## config.mk

```make
export PLATFORM = sky130hd
export DESIGN_NAME = rf_write_arbiter
export DESIGN_NICKNAME = d
export VERILOG_FILES = /design/src/rtl/rf_write_arbiter.sv
export SDC_FILE = /design/constraint.sdc
export NUM_CORES = 1
export LEC_CHECK = 0
export ABC_AREA = 0
export BUFFER_PORTS_ARGS = -buffer_cell sky130_fd_sc_hd__buf_4
export CORE_MARGIN = 4
export CORE_UTILIZATION = 54
export CTS_CLUSTER_SIZE = 12
export DETAILED_ROUTE_END_ITERATION = 8
export MAX_ROUTING_LAYER = met4
export PLACE_DENSITY = 0.88
export SETUP_SLACK_MARGIN = 0.3
export SYNTH_ARGS = -nofsm -noshare
export SYNTH_HDL_FRONTEND = slang
export SYNTH_SLANG_ARGS = --single-unit
```

## constraint.sdc

```tcl
create_clock -name clk -period 3.7 [get_ports clk]
set_input_delay 0.37 -clock clk [delete_from_list [all_inputs] [get_ports clk]]
set_output_delay 0.37 -clock clk [all_outputs]
set_load 0.005 [all_outputs]
```

## src/rtl/rf_write_arbiter.sv

```systemverilog
// rf_write_arbiter: shares the register-file write port between WB (priority) and a
// FIFO-buffered mult/div unit; exports a pending-write mask and a drain stall. Rev 1.0
`default_nettype none

module rf_write_arbiter #(
  parameter int DEPTH    = 2,
  parameter int MAX_WAIT = 4
) (
  input  logic        clk,
  input  logic        rst,
  input  logic        wb_we,
  input  logic [4:0]  wb_rd,
  input  logic [31:0] wb_data,
  input  logic        md_valid,
  input  logic [4:0]  md_rd,
  input  logic [31:0] md_data,
  output logic        md_ready,
  output logic        rf_we,
  output logic [4:0]  rf_rd,
  output logic [31:0] rf_wdata,
  output logic [31:0] pend_mask,
  output logic        stall_req
);

  localparam int PW = (DEPTH > 1) ? $clog2(DEPTH) : 1;
  localparam int CW = $clog2(DEPTH + 1);
  localparam int SW = PW + 1;
  localparam logic [3:0]    C_MAXW  = 4'(MAX_WAIT);
  localparam logic [CW-1:0] C_DEPTH = CW'(DEPTH);

  logic [4:0]       ent_rd_q   [DEPTH];
  logic [31:0]      ent_data_q [DEPTH];
  logic [DEPTH-1:0] vld_q, vld_d;
  logic [PW-1:0]    rd_ptr_q, rd_ptr_d, wr_ptr_q, wr_ptr_d;
  logic [CW-1:0]    count_q, count_d;
  logic [3:0]       wait_q, wait_d;
  logic             rf_we_q, rf_we_d;
  logic [4:0]       rf_rd_q, rf_rd_d;
  logic [31:0]      rf_wdata_q, rf_wdata_d;
  logic [31:0]      pend_q, pend_d;
  logic             stall_q, stall_d;

  logic             wb_win, full, found, issue, push;
  logic [CW-1:0]    head_off, pop;
  logic [PW-1:0]    head_idx;

  function automatic logic [PW-1:0] wrap(input logic [SW-1:0] s);
    wrap = (s >= SW'(DEPTH)) ? PW'(s - SW'(DEPTH)) : PW'(s);
  endfunction

  always_comb begin
    wb_win   = wb_we && (wb_rd != 5'd0);
    full     = (count_q == C_DEPTH);
    found    = 1'b0;
    head_off = '0;
    // First valid occupied entry; leading killed entries are skipped for free
    for (int i = DEPTH - 1; i >= 0; i--) begin
      if ((CW'(i) < count_q) && vld_q[wrap(SW'(rd_ptr_q) + SW'(i))]) begin
        found    = 1'b1;
        head_off = CW'(i);
      end
    end
    head_idx = wrap(SW'(rd_ptr_q) + SW'(head_off));
    issue    = !wb_win && found;
    pop      = issue ? (head_off + CW'(1)) : (found ? head_off : count_q);
    push     = md_valid && !full && (md_rd != 5'd0);

    vld_d = vld_q;
    for (int j = 0; j < DEPTH; j++) begin
      if (wb_win && (ent_rd_q[j] == wb_rd)) vld_d[j] = 1'b0;
    end
    for (int i = 0; i < DEPTH; i++) begin
      if (CW'(i) < pop) vld_d[wrap(SW'(rd_ptr_q) + SW'(i))] = 1'b0;
    end
    if (push) vld_d[wr_ptr_q] = !(wb_win && (wb_rd == md_rd));

    rd_ptr_d = wrap(SW'(rd_ptr_q) + SW'(pop));
    wr_ptr_d = push ? wrap(SW'(wr_ptr_q) + SW'(1)) : wr_ptr_q;
    count_d  = count_q - pop + CW'(push);

    pend_d = '0;
    for (int j = 0; j < DEPTH; j++) begin
      if (vld_d[j])
        pend_d = pend_d | (32'd1 << ((push && (wr_ptr_q == PW'(j))) ? md_rd : ent_rd_q[j]));
    end

    if (issue || (vld_d == '0))            wait_d = 4'd0;
    else if (found && wb_win && (wait_q != C_MAXW)) wait_d = wait_q + 4'd1;
    else                                   wait_d = wait_q;
    stall_d = (wait_d == C_MAXW);

    rf_we_d    = 1'b0;
    rf_rd_d    = rf_rd_q;
    rf_wdata_d = rf_wdata_q;
    if (wb_win) begin
      rf_we_d    = 1'b1;
      rf_rd_d    = wb_rd;
      rf_wdata_d = wb_data;
    end else if (issue) begin
      rf_we_d    = 1'b1;
      rf_rd_d    = ent_rd_q[head_idx];
      rf_wdata_d = ent_data_q[head_idx];
    end
  end

  always_ff @(posedge clk or negedge rst) begin
    if (!rst) begin
      vld_q      <= '0;
      rd_ptr_q   <= '0;
      wr_ptr_q   <= '0;
      count_q    <= '0;
      wait_q     <= 4'd0;
      rf_we_q    <= 1'b0;
      rf_rd_q    <= 5'd0;
      rf_wdata_q <= 32'd0;
      pend_q     <= 32'd0;
      stall_q    <= 1'b0;
    end else begin
      vld_q      <= vld_d;
      rd_ptr_q   <= rd_ptr_d;
      wr_ptr_q   <= wr_ptr_d;
      count_q    <= count_d;
      wait_q     <= wait_d;
      rf_we_q    <= rf_we_d;
      rf_rd_q    <= rf_rd_d;
      rf_wdata_q <= rf_wdata_d;
      pend_q     <= pend_d;
      stall_q    <= stall_d;
    end
  end

  // Payload storage needs no reset; validity is tracked separately
  always_ff @(posedge clk) begin
    if (push) begin
      ent_rd_q[wr_ptr_q]   <= md_rd;
      ent_data_q[wr_ptr_q] <= md_data;
    end
  end

  assign md_ready  = !full;
  assign rf_we     = rf_we_q;
  assign rf_rd     = rf_rd_q;
  assign rf_wdata  = rf_wdata_q;
  assign pend_mask = pend_q;
  assign stall_req = stall_q;

endmodule

`default_nettype wire

```

==> results.cfg <==
[detailed_routing]
via_per_inst = 5.72
dr.pass1.iters = 5
first_iter_violations = 431
postRouteAntennaNets = 0
vias = 5190
routed_wl_mm = 17.4
drc_errors = 0
avgRoutedWirePerCell_um = 19.2

[cells_and_area]
post-route-util = 0.705
area_growth_pct = 27.0
drive_gt1_frac = 0.261
num-nets-final = 808
design_area_mm2 = 0.00854
diodes = 0

[worst_setup_path]
cp.required_ns = 4.02
critPathLaunchType = flip-flop
crit_arrival_ns = 3.23
timing.critical_path.to_type = flip-flop
worstRegToRegCells = 8
criticalPathCategory = flip-flop to flip-flop
regToRegSetupSlack_ns = 0.79
crit_fanout = 12

[global_route]
grt_max_degree = 82
antenna_found_initial = 0
grt_first_pass_wirelength_mm = 27.9
grt_usage = 0.258
first_global_vias = 5344
grt-ovfl-total = 0

[clock_tree]
cts_max_level = 4
cts.clk_slew.worst_paths_ns = 0.07
hold_buffers = 0
insertion_delay_ns = 0.43
post_cts_resized = 0
cts_buffer_depth = 2
cts_tree = done
cts_sinks = 155
cts_setup_buffers = 0
root_buffer = clkbuf_16
cts_made_buffers = 17

[die]
die_h_um = 120
fp.dieArea_mm2 = 0.0143
rows = 40
die_x_um = 120
core_region_area_mm2 = 0.0121
start_util = 0.555
ioPinCount = 150

[synth]
synthCells = 584
synthTopCellsByArea = edfxtp_1 33%, dfrtp_1 30%, mux2i_1 6.1%, nand2_1 4.2%, o21ai_0 3.7%
syn_area_mm2 = 0.00673
synth_cell_type_count = 42
yosysTopAreaCell = edfxtp_1
synthFlopType = dfrtp_1
ys_seq_area_frac = 0.632
synth_top_area_frac = 0.330
ys_ff_latch = 155
syn_nets = 666
syn_area_per_cell_um2 = 11.5
synth_warnings = 0
synth_edf_count = 74
async_flop_share = 0.523

[min_path]
hold_path.class = input pin to flip-flop
hold_path_depth = 1

[pwr]
total_power_w = 0.00667
vdd_drop_max_uv = 554
p_leak_nw = 3.65
powerDensity_mw_per_mm2 = 781

[timing]
finClkSkew_ns = 0.0119
min_period_ns = 2.91
slew_headroom = 0.314
maxSlewViolCount = 0
tightest_slew_ns = 1.03
finalCritPeriodShare = 0.787
tns_ns = 0
grt_setup_unrepaired = false
hold_viol = 0
fmax_mhz = 344
setup-violations-final = 0

[place]
place_area_mm2 = 0.00799
gp_congestion = 1.01
port_buffers = 149
dp_hpwl_mm = 11.9

[job]
maxCapViolCount = 0

[run_status]
status = finished, final reports clean
## layout make-up
class                   count  area (µm²)
clock buffers              21         440
clock inverters            11         115
repair buffers            155        1160
well taps                 168         210
inverters                  11        41.3
flip-flops and latches    155        4250
fillers                   840        3570
multi-input cells         386        2320
## kinds of logic after synthesis
family	Yosys count	synth area share
AO/OA/AOI/OAI	154	0.139
multiplexers	43	0.0644
adder cells (fa/ha/maj)	4	0.00744
XOR/XNOR	20	0.0260
flip-flops	155	0.632
buffers and inverters	43	0.0257
AND/OR/NAND/NOR	165	0.106
## critical path: stages (launching register included)
cell and delay, ns:
dfrtp_1 0.44, nor2b_1 0.20, inv_1 0.14, nand3b_1 0.34, nand2b_1 0.39, inv_1 0.39
mux2i_1 0.44, nand2_1 0.19, o22ai_1 0.27
## where the power goes
group          internal, W  total [W]  switching, W  leakage [nW]
Sequential         0.00230    0.00258      0.000271          1.74
Combinational      0.00103    0.00246       0.00143          1.66
Clock             0.000937    0.00164      0.000702         0.257
Total              0.00427    0.00667       0.00240          3.65
## Yosys cell counts (7+ instances only)
cell type	n
dfrtp_1	81
nand2_1	76
edfxtp_1	74
nor2_1	50
o21ai_0	50
a21oi_1	41
mux2i_1	41
o22ai_1	34
clkbuf_1	20
xnor2_1	13
inv_1	11
nand3_1	8
nor2b_1	7
xor2_1	7
## metal layers
layer	GRT usage	vias up	routed length [µm]
met5	-	-	0
met4	0.0880	0	354
met3	0.0796	33	1490
met2	0.425	261	8750
met1	0.305	2489	6780
li1	-	2407	-
## metrics by stage
stage	hold WS (ns)	cells	setup WS [ns]
after floorplan	0.0744	584	1.04
after global placement	0.464	875	1.04
after detailed placement	0.480	875	0.870
after CTS	0.110	907	0.864
after global routing	0.103	907	0.596
final	0.121	907	0.789
## path summary, 6_finish.rpt
check,from,endpoint
hold / removal,md_data[10],ent_data_q[1][10]
setup / recovery,count_q[1],pend_mask[8]
max in group asynchronous,rst,rf_wdata[4]
hold reg to reg,rf_wdata[21],rf_wdata[21]
min in group asynchronous,rst,rf_rd[4]
setup reg to reg,count_q[1],pend_mask[8]
## state kept, by name (all words and copies together) (netlist names)
signal      cells
wr_ptr_q        1
rd_ptr_q        1
wait_q          4
count_q         2
ent_data_q     64
rf_we           1
rf_wdata       32
vld_q           2
ent_rd_q       10
pend_mask      32
stall_req       1
rf_rd           5
## placed cells by master (no fill, tap or decap), drive strengths merged, types with 4 or more instances in the layout
cell type  count
a21oi         41
buf          155
clkbuf        21
clkinvlp       4
dfrtp         81
edfxtp        74
ha             4
inv           15
mux2i         41
nand2         76
nand2b         5
nand3          8
nor2          50
nor2b          7
nor3           4
nor4           6
o21ai         51
o22ai         34
o31ai          4
o32ai          7
xnor2         13
xor2           7
Note: power is estimated with default switching activity, not from simulation.
